--- src/rtl/mcc_nibble_subtractor_pkg.sv ---
// Shared widths and FSM encoding for the nibble-serial subtractor.
// The top takes its parameter defaults from here.
package mcc_nibble_subtractor_pkg;

    localparam int DATA_W  = 16;
    localparam int NIB_W   = 4;
    localparam int NUM_NIB = DATA_W / NIB_W;

    typedef enum logic [1:0] {
        IDLE,
        RUN,
        DONE
    } state_t;

endpackage

--- src/rtl/mcc_nib_chain.sv ---
// One nibble of a Manchester carry chain: propagate/generate/kill per bit,
// producing the nibble sum and its carry-out.
module mcc_nib_chain #(
    parameter int NIB_W = 4
) (
    input  logic [NIB_W-1:0] a,
    input  logic [NIB_W-1:0] b,
    input  logic             cin,
    output logic [NIB_W-1:0] sum,
    output logic             cout
);

    logic [NIB_W-1:0] p;
    logic [NIB_W-1:0] g;
    logic [NIB_W-1:0] kill;
    logic [NIB_W:0]   c;

    assign p    = a ^ b;
    assign g    = a & b;
    assign kill = ~p & ~g;

    // Each stage generates, kills, or passes the incoming carry unchanged.
    // NOTE: c gets a full default before the loop so no bit can hold a previous value (no latch).
    always_comb begin
        c    = '0;
        c[0] = cin;
        for (int i = 0; i < NIB_W; i++) begin
            c[i+1] = g[i] | (c[i] & ~kill[i]);
        end
    end

    assign sum  = p ^ c[NIB_W-1:0];
    assign cout = c[NIB_W];

endmodule

--- src/rtl/mcc_nibble_subtractor.sv ---
// Nibble-serial subtractor: a - b computed as a + ~b + 1, one nibble per cycle
// through a single shared carry-chain instance, with valid/ready handshakes.
module mcc_nibble_subtractor #(
    parameter int DATA_W = mcc_nibble_subtractor_pkg::DATA_W,
    parameter int NIB_W  = mcc_nibble_subtractor_pkg::NIB_W
) (
    input  logic              clk,
    input  logic              rst_n,
    input  logic              in_valid,
    output logic              in_ready,
    input  logic [DATA_W-1:0] a,
    input  logic [DATA_W-1:0] b,
    output logic              res_valid,
    input  logic              res_ready,
    output logic [DATA_W-1:0] diff,
    output logic              borrow,
    output logic              ovf
);

    import mcc_nibble_subtractor_pkg::*;

    localparam int NUM_NIB = DATA_W / NIB_W;
    localparam int CNT_W   = (NUM_NIB > 1) ? $clog2(NUM_NIB) : 1;
    localparam int MSB     = DATA_W - 1;
    localparam logic [CNT_W-1:0] LAST_NIB = CNT_W'(NUM_NIB - 1);

    state_t            state;
    logic [DATA_W-1:0] a_q;
    logic [DATA_W-1:0] nb_q;
    logic [CNT_W-1:0]  cnt;
    logic              carry;

    logic [NIB_W-1:0]  nib_a;
    logic [NIB_W-1:0]  nib_nb;
    logic [NIB_W-1:0]  nib_sum;
    logic              nib_cout;

    assign nib_a  = a_q[cnt*NIB_W +: NIB_W];
    assign nib_nb = nb_q[cnt*NIB_W +: NIB_W];

    mcc_nib_chain #(
        .NIB_W (NIB_W)
    ) u_chain (
        .a    (nib_a),
        .b    (nib_nb),
        .cin  (carry),
        .sum  (nib_sum),
        .cout (nib_cout)
    );

    assign in_ready  = (state == IDLE);
    assign res_valid = (state == DONE);

    // NOTE: all state uses non-blocking assignments so every register samples pre-edge values.
    always_ff @(posedge clk) begin
        if (!rst_n) begin
            state  <= IDLE;
            a_q    <= '0;
            nb_q   <= '0;
            cnt    <= '0;
            carry  <= 1'b0;
            diff   <= '0;
            borrow <= 1'b0;
            ovf    <= 1'b0;
        end else begin
            case (state)
                IDLE: begin
                    if (in_valid) begin
                        a_q   <= a;
                        nb_q  <= ~b;
                        cnt   <= '0;
                        carry <= 1'b1;
                        diff  <= '0;
                        state <= RUN;
                    end
                end
                RUN: begin
                    diff[cnt*NIB_W +: NIB_W] <= nib_sum;
                    carry <= nib_cout;
                    cnt   <= cnt + 1'b1;
                    if (cnt == LAST_NIB) begin
                        // nb_q holds ~b, so equal MSBs here mean a and b differ in sign.
                        borrow <= ~nib_cout;
                        ovf    <= (a_q[MSB] == nb_q[MSB]) && (nib_sum[NIB_W-1] != a_q[MSB]);
                        state  <= DONE;
                    end
                end
                DONE: begin
                    if (res_ready) begin
                        state <= IDLE;
                    end
                end
                default: state <= IDLE;
            endcase
        end
    end

endmodule

--- config.mk ---
export PLATFORM = sky130hd
export DESIGN_NAME = mcc_nibble_subtractor
export DESIGN_NICKNAME = d
export VERILOG_FILES = /design/src/rtl/mcc_nibble_subtractor_pkg.sv /design/src/rtl/mcc_nib_chain.sv /design/src/rtl/mcc_nibble_subtractor.sv
export SDC_FILE = /design/constraint.sdc
export NUM_CORES = 1
export LEC_CHECK = 0
export ABC_AREA = 1
export BUFFER_PORTS_ARGS = -buffer_cell sky130_fd_sc_hd__buf_2
export CORE_MARGIN = 1
export CORE_UTILIZATION = 54
export CTS_BUF_LIST = sky130_fd_sc_hd__clkbuf_4 sky130_fd_sc_hd__clkbuf_8 sky130_fd_sc_hd__clkbuf_16
export CTS_CLUSTER_DIAMETER = 150
export DETAILED_ROUTE_END_ITERATION = 8
export GPL_TIMING_DRIVEN = 0
export PLACE_DENSITY = 0.75
export SYNTH_ARGS = -nofsm -noshare
export SYNTH_HDL_FRONTEND = slang
export SYNTH_SLANG_ARGS = --single-unit
--- constraint.sdc ---
create_clock -name clk -period 3.3 [get_ports clk]
set_input_delay 0.495 -clock clk [delete_from_list [all_inputs] [get_ports clk]]
set_output_delay 0.495 -clock clk [all_outputs]
set_load 0.03 [all_outputs]
==> results of run 1 <==
flip-flops by register name, summed over array words and instances (netlist names):
register and cells:
a_q 16, nb_q 16, carry 1, ovf 1
borrow 1, cnt 2, state 2, diff 16
area by class of cell:
type                    count  share of cell area, %
clock inverters             3                  1.442
plain buffers              19                  4.944
repair buffers             55                  9.065
multi-input cells         259                  40.34
well taps                  52                  2.143
flip-flops and latches     55                  36.38
clock buffers               5                  2.266
inverters                  27                  3.420
where the power goes:
part | switching, uW | total [uW] | internal (uW)
sequential | 21.7 | 727 | 705
clock | 230 | 456 | 226
combinational | 173 | 283 | 110
total | 425 | 1470 | 1040
metal layers:
layer / vias up / global-route usage (%)
met5: - / 0
met4: 0 / 9.333
met3: 9 / 3.419
met2: 68 / 43.70
met1: 1087 / 34.86
li1: 1271 / -
tightest hold or removal path, delay by kind of cell:
kind	cells	cell delay, ns
buffers and inverters	1	0.07
and+or+nand+nor	3	0.12
worst paths after layout:
path	cells after the start	from	end
setup reg to reg	13	cnt[0]	diff[7]
hold reg to reg	2	nb_q[1]	nb_q[1]
setup / recovery	13	cnt[0]	diff[7]
hold / removal	4	b[9]	nb_q[9]
logic make-up after synthesis:
| group | after synthesis |
|---|---|
| AOI/OAI and AO/OA | 76 |
| adders and majority gates | 9 |
| buffers and inverters | 46 |
| and+or+nand+nor | 174 |
| DFF | 55 |
Yosys cell counts (all sizes together):
cell type  count  area [um^2]
nand3b         1        7.510
dfxtp         55         1101
o22ai          2        12.51
nand3         21        105.1
inv           26        97.60
clkinv         1        3.750
buf           14        126.4
nor3           3        15.01
nor2          84        322.8
ha             5        62.56
nand2         65        246.5
a21oi         35        175.2
fa             4        80.08
o21ai         39        195.2
clkbuf         5        18.77
metrics by stage:
step | std cells | setup slack (ns)
2_1_floorplan | 360 | 0.3848
3_3_place_gp | 467 | 0.04156
3_5_place_dp | 467 | 0.01053
4_1_cts | 475 | 0.06481
5_1_grt | 475 | 0.01847
6_report | 475 | 0.1904
==> results.cfg, run 1 <==
[outcome]
status = finished, final reports clean

[die]
die_x_um = 70.99
start_util_pct = 57.44
io_pins = 56
die_h_um = 70.99
fp-row-count = 24
die_area_um2 = 5039
core_area_um2 = 4474

[critical_path]
reg2reg_slack_ns = 0.19
start_kind = flip-flop
crit_chain = clkbuf_4 -> nand2_1 -> o21ai_0 -> a21oi_1 -> fa_1 -> fa_1 -> fa_1 -> inv_1 -> fa_2 -> nand2_1 -> nor2_1 -> nand2_1 -> a21oi_1
crit_type = reg2reg
cpPeakStageDelay_ns = 0.47
cp-end-kind = flip-flop
worstPathRequired_ns = 3.50
slowest_stage = fa_2
path_delay_family = adder cells
worstPathArrival_ns = 3.30
cp.buffers_inverters = 2
worstPathMaxFanout = 10

[drt]
drtIter0Drc = 180
drc = 0
vias = 2435
wl_per_cell_um = 12.96
via_per_inst = 5.126
drt-total-wl_um = 6156
final_antenna_net_count = 0
dr_wl_met3_um = 267
drtPass1Iterations = 6
drt-met1-wl_um = 2922
dr_wl_met2_um = 2876
routed.top_layer = met4

[finish]
diodes = 0
register_area_um2 = 1105
final_cell_mix = nor2_1, nand2_1, buf_2, dfxtp_1, o21ai_0
multi_input_area_um2 = 1225
drive_gt1_share_pct = 19.62
final_nets = 467
final_area_um2 = 3037
utilization_pct = 67.87
area_growth_pct = 18.16
fillers = 421
layout_commonest_cell = nor2_1

[power_and_ir_drop]
power_leakage_uw = 0.001399
finalPower_uw = 1466
power_density_nw_per_um2 = 482.9
vdd_drop_max_v = 0.0002560

[sta]
hold_ws_ns = 0.4033
rsz0062_at_grt = false
slew_violations = 0
finalSetupTns_ns = 0
fmax_mhz = 321.6
clock_skew_ns = 0.009791
fin_crit_ns = 3.110
finalHoldViolCount = 0
max_slew_margin_pct = 70.22
tightest_slew_ns = 0.4467
finalSetupViolations = 0
min_period_over_period_pct = 94.23

[logic_synthesis]
syn_inst = 360
synth_xor_xnor_area_share_pct = 0
synth_compound_area_share_pct = 14.90
synth-adder-area-share_pct = 5.550
synth_top_family_by_area = simple AND/OR/NAND/NOR gates
ys_types = 19
ys_seq_area_share_pct = 42.84
synthSimpleGateAreaFrac_pct = 27.12
synth_nets = 405
synth_mux_area_share_pct = 0
yosysWarnings = 0
avgSynthCellArea_um2 = 7.139
syn_area_um2 = 2570
ys_ff_latch = 55

[cts]
clk_pin_slew_ns = 0.10
ctsLongestPathBuffers = 2
cts_inserted_buffers = 5
clkLatencyLatePin_ns = 0.32
cts_tree = done
cts-root-buf = clkbuf_8
hold_buffers = 0
clock-sinks = 55
cts_htree_levels = 2
cts-resized-gates = 1
postCtsSetupBuffers = 0

[worst_hold_path]
hold_path.class = in2reg

[place]
gp_congestion = 0.8876
placed_area_um2 = 2910
dp_hpwl_um = 4541
port-buffer-count = 55

[global_route]
grt_pass1_vias = 2148
grt_overflow = 0
antenna_found_initial = 0
track_usage_pct = 26.15
grt_max_degree = 18
grt_pass1_wl_um = 10240

[flow_run]
cap_violations = 0
Note: power is estimated with default switching activity, not from simulation.
==> run 2, diff against run 1 <==
--- a/config.mk
+++ b/config.mk
@@ -7,13 +7,15 @@
 export LEC_CHECK = 0
 export ABC_AREA = 1
 export BUFFER_PORTS_ARGS = -buffer_cell sky130_fd_sc_hd__buf_2
+export CELL_PAD_IN_SITES_DETAIL_PLACEMENT = 2
+export CELL_PAD_IN_SITES_GLOBAL_PLACEMENT = 2
 export CORE_MARGIN = 1
-export CORE_UTILIZATION = 54
+export CORE_UTILIZATION = 29
 export CTS_BUF_LIST = sky130_fd_sc_hd__clkbuf_4 sky130_fd_sc_hd__clkbuf_8 sky130_fd_sc_hd__clkbuf_16
 export CTS_CLUSTER_DIAMETER = 150
 export DETAILED_ROUTE_END_ITERATION = 8
 export GPL_TIMING_DRIVEN = 0
-export PLACE_DENSITY = 0.75
+export PLACE_DENSITY = 0.73
 export SYNTH_ARGS = -nofsm -noshare
 export SYNTH_HDL_FRONTEND = slang
 export SYNTH_SLANG_ARGS = --single-unit
==> results.cfg, run 2 (synthesis gave the netlist of run 1 again) <==
[place]
port-buffer-count = 55
placed_area_um2 = 2977
dp_hpwl_um = 6248
dp.cells = 520
gp_congestion = 0.7636

[global_route]
grt_pass1_vias = 2660
grt_overflow = 0
grt_pass1_wl_um = 13290
grt_max_degree = 17
track_usage_pct = 19.35
antenna_found_initial = 0

[sta]
finalSetupTns_ns = 0
slew_violations = 0
fmax_mhz = 321.5
max_slew_margin_pct = 66.56
clock_skew_ns = 0.004674
finalSetupViolations = 0
min_period_over_period_pct = 94.24
fin_crit_ns = 3.110
tightest_slew_ns = 0.5015
rsz0062_at_grt = false
finalHoldViolCount = 0

[die]
die_h_um = 96.14
die_area_um2 = 9242
start_util_pct = 30.66
die_x_um = 96.14
io_pins = 56
fp-row-count = 33
core_area_um2 = 8382

[cts]
hold_buffers = 0
cts-root-buf = clkbuf_8
clkLatencyLatePin_ns = 0.32
cts_htree_levels = 2
ctsLongestPathBuffers = 2
cts_tree = done
cts_inserted_buffers = 5
clk_pin_slew_ns = 0.10
clock-sinks = 55

[critical_path]
start_kind = flip-flop
r2r_end = diff[7]
reg2reg_slack_ns = 0.19
startpoint = cnt[0]
cp-end-kind = flip-flop
rr_worst_depth = 13
worstPathArrival_ns = 3.30
crit_type = reg2reg
worstPathMaxFanout = 10
worstPathRequired_ns = 3.49
r2r-start = cnt[0]
endpoint = diff[7]

[drt]
drtIter0Drc = 46
drt-total-wl_um = 7945
vias = 2494
final_antenna_net_count = 0
wl_per_cell_um = 15.05
drc = 0
via_per_inst = 4.723
drtPass1Iterations = 4

[power_and_ir_drop]
power_density_nw_per_um2 = 458.9
vdd_drop_max_v = 0.0001542
power_leakage_uw = 0.001390

[finish]
area_growth_pct = 20.20
final_area_um2 = 3089
drive_gt1_share_pct = 19.62
multi_input_area_um2 = 1225
reg.largest.list = a_q (16), diff (16), nb_q (16)
instances_no_fill = 528
register_area_um2 = 1105
fillers = 1062
diodes = 0
final_cell_mix = nor2_1, nand2_1, buf_2, dfxtp_1, o21ai_0
layout_commonest_cell = nor2_1
utilization_pct = 36.86
final_nets = 467

[outcome]
status = finished, final reports clean

[worst_hold_path]
hold_path.class = in2reg

[flow_run]
cap_violations = 0
## run 2: changes by cell type in the layout (fill, tap and decap cells not counted), sizes merged
cell,previous run,this run
buf,68,69
clkinvlp,0,1
clkinv,3,2
bufinv,1,0
## run 2: where the power goes
group	switching (uW)	total [uW]	internal (uW)
clock network	230	388	157
logic	189	302	113
registers	22.4	727	705
## run 2: final cells by class
class / instances / share of cell area [%]
buffer: 19 / 5.184
clock buffer: 6 / 2.471
clock inverter: 2 / 0.4050
inverter: 27 / 3.362
multi-input combinational: 259 / 39.65
sequential: 55 / 35.76
tap: 105 / 4.253
timing repair buffer: 55 / 8.910
## run 2: worst max-delay path: stages (launching register included)
cell     delay [ns]
dfxtp_4        0.43
buf_4          0.20
nand2_1        0.08
o21ai_1        0.09
a21oi_1        0.11
fa_1           0.40
fa_1           0.39
fa_1           0.38
inv_1          0.08
fa_2           0.48
nand2_1        0.12
nor2_1         0.07
nand2_1        0.08
a21oi_1        0.06
## run 2: worst min path at each step
stage / startpoint / end / slack, ns / cells past startpoint
global placement: a_q[1] / a_q[1] / 0.44 / 2
detailed placement: a_q[1] / a_q[1] / 0.45 / 2
CTS: b[9] / nb_q[9] / 0.40 / 4
floorplan: a_q[0] / a_q[0] / 0.42 / 2
global route: b[11] / nb_q[11] / 0.42 / 4
finish: b[11] / nb_q[11] / 0.41 / 4
## run 2: repair_timing
item	in CTS	in global routing
setup endpoints to repair	5	5
setup buffers	0	0
resized for setup	2	11
## run 2: layer usage
layer  vias up  share of wire, %  track usage, %
met5         -                 0               0
met4         0              0.93           4.104
met3         8               3.1           3.160
met2        34                48           33.92
met1      1181                48           24.78
li1       1271                 -               -
## run 2: per-stage QoR
step / total power [uW] / setup WS, ns / hold WS [ns]
2_1_floorplan: 935.1 / 0.3848 / 0.4238
3_3_place_gp: 1034 / -0.07666 / 0.4404
3_5_place_dp: 1042 / -0.1065 / 0.4539
4_1_cts: 1443 / 0.01514 / 0.4031
5_1_grt: 1513 / 0.006686 / 0.4178
6_report: 1417 / 0.1900 / 0.4090
==> run 3, diff against run 2 <==
--- a/config.mk
+++ b/config.mk
@@ -15,7 +15,8 @@
 export CTS_CLUSTER_DIAMETER = 150
 export DETAILED_ROUTE_END_ITERATION = 8
 export GPL_TIMING_DRIVEN = 0
-export PLACE_DENSITY = 0.73
+export PLACE_DENSITY_LB_ADDON = 0.15
+export REMOVE_ABC_BUFFERS = 1
 export SYNTH_ARGS = -nofsm -noshare
 export SYNTH_HDL_FRONTEND = slang
 export SYNTH_SLANG_ARGS = --single-unit
==> results.cfg, run 3 (synthesis gave the netlist of run 1 again) <==
[drt]
dr_wl_met3_um = 230
drt-total-wl_um = 6938
drtPass1Iterations = 4
routed.top_layer = met4
wl_per_cell_um = 13.60
vias = 2433
dr_wl_met2_um = 3362
drc = 0
via_per_inst = 4.771
drt-met1-wl_um = 3278
final_antenna_net_count = 0
drtIter0Drc = 42

[die]
start_util_pct = 30.66
fp-row-count = 33
core_area_um2 = 8382
die_area_um2 = 9242
die_x_um = 96.14
io_pins = 56
die_h_um = 96.14

[critical_path]
worstPathArrival_ns = 3.24
worstPathMaxFanout = 18
rr_worst_depth = 13
r2r-start = cnt[0]
crit_type = reg2reg
start_kind = flip-flop
r2r_end = diff[7]
worstPathRequired_ns = 3.48
cp-end-kind = flip-flop
reg2reg_slack_ns = 0.24

[global_route]
grt_pass1_wl_um = 11610
antenna_found_initial = 0
track_usage_pct = 16.48
grt_max_degree = 48
grt_overflow = 0
grt_pass1_vias = 2466

[finish]
utilization_pct = 35.12
fillers = 1043
reg.largest.list = a_q (16), diff (16), nb_q (16)
layout_commonest_cell = nor2_1
instances_no_fill = 510
diodes = 0
final_nets = 449
area_growth_pct = 14.56
drive_gt1_share_pct = 17.28
final_cell_mix = nor2_1, nand2_1, buf_2, dfxtp_1, o21ai_0

[sta]
fin_crit_ns = 3.063
rsz0062_at_grt = false
finalHoldViolCount = 0
min_period_over_period_pct = 92.81
slew_violations = 0
hold_ws_ns = 0.4112
tightest_slew_ns = 0.8289
fmax_mhz = 326.5
finalSetupViolations = 0
clock_skew_ns = 0.008476
max_slew_margin_pct = 44.54

[cts]
cts_tree = done
ctsLongestPathBuffers = 2
clock-sinks = 55
clk_pin_slew_ns = 0.10
hold_buffers = 0
cts_htree_levels = 2
cts_inserted_buffers = 5
clkLatencyLatePin_ns = 0.31
cts-root-buf = clkbuf_8

[worst_hold_path]
hold_path.class = in2reg
min_from = b[14]
hold_end = nb_q[14]
hold_depth = 4

[place]
gp_congestion = 0.6959
dp_hpwl_um = 4831
port-buffer-count = 55
dp.cells = 501

[outcome]
status = finished, final reports clean

[power_and_ir_drop]
power_density_nw_per_um2 = 467.6
finalPower_uw = 1377
power_leakage_uw = 0.001317
vdd_drop_max_v = 0.0001811

[flow_run]
cap_violations = 0
run 3: how the worst max path moves through the flow:
stage	endpoint	depth (start not counted)	slack, ns	startpoint
2_1_floorplan	diff[15]	12	0.24	cnt[0]
3_3_place_gp	diff[15]	12	-0.34	cnt[0]
3_5_place_dp	diff[7]	12	-0.39	cnt[0]
4_1_cts	diff[7]	13	0.09	cnt[0]
5_1_grt	diff[7]	13	0.04	cnt[0]
6_report	diff[7]	13	0.24	cnt[0]
run 3: cell type report:
cell class	count	area, um^2	area share (%)
multi-input combinational	259	1222	41.52
sequential	55	1109	37.65
timing repair buffer	56	286.5	9.732
tap	105	131.4	4.462
inverter	27	106.4	3.612
clock buffer	7	83.83	2.847
clock inverter	1	5.005	0.1700
run 3: routing by layer:
| metal | vias to the layer above | track usage, % |
|---|---|---|
| li1 | 1229 | - |
| met1 | 1156 | 19.86 |
| met2 | 44 | 29.49 |
| met3 | 4 | 3.555 |
| met4 | 0 | 4.104 |
| met5 | - | 0 |
run 3: worst max-delay path, cell delays in order (launching register included):
cell and delay (ns):
dfxtp_4 0.42, inv_6 0.16, nor2_1 0.06, nor2_1 0.12, a21oi_1 0.08, fa_1 0.39, fa_1 0.40, fa_1 0.38
inv_1 0.08, fa_1 0.49, nand2_1 0.14, nor2_1 0.07, nand2_1 0.08, a21oi_1 0.06
run 3: report_power, final:
part           total (uW)  internal [uW]  switching (uW)
sequential            731            704            27.0
combinational         256           90.6             166
clock                 389            166             223
run 3: repair_timing:
item	CTS	global route
cloned	0	0
pin swaps	0	0
setup buffers	0	1
setup endpoints to repair	7	5
resized for setup	4	2
run 3: metrics by stage:
| stage | setup TNS, ns | setup slack, ns | instance area [um^2] |
|---|---|---|---|
| 3_3_place_gp | -1.461 | -0.3360 | 2831 |
| 5_1_grt | 0 | 0.04287 | 2944 |
| 4_1_cts | 0 | 0.08960 | 2928 |
| 3_5_place_dp | -1.963 | -0.3909 | 2831 |
| 6_report | 0 | 0.2374 | 2944 |
| 2_1_floorplan | 0 | 0.2384 | 2425 |
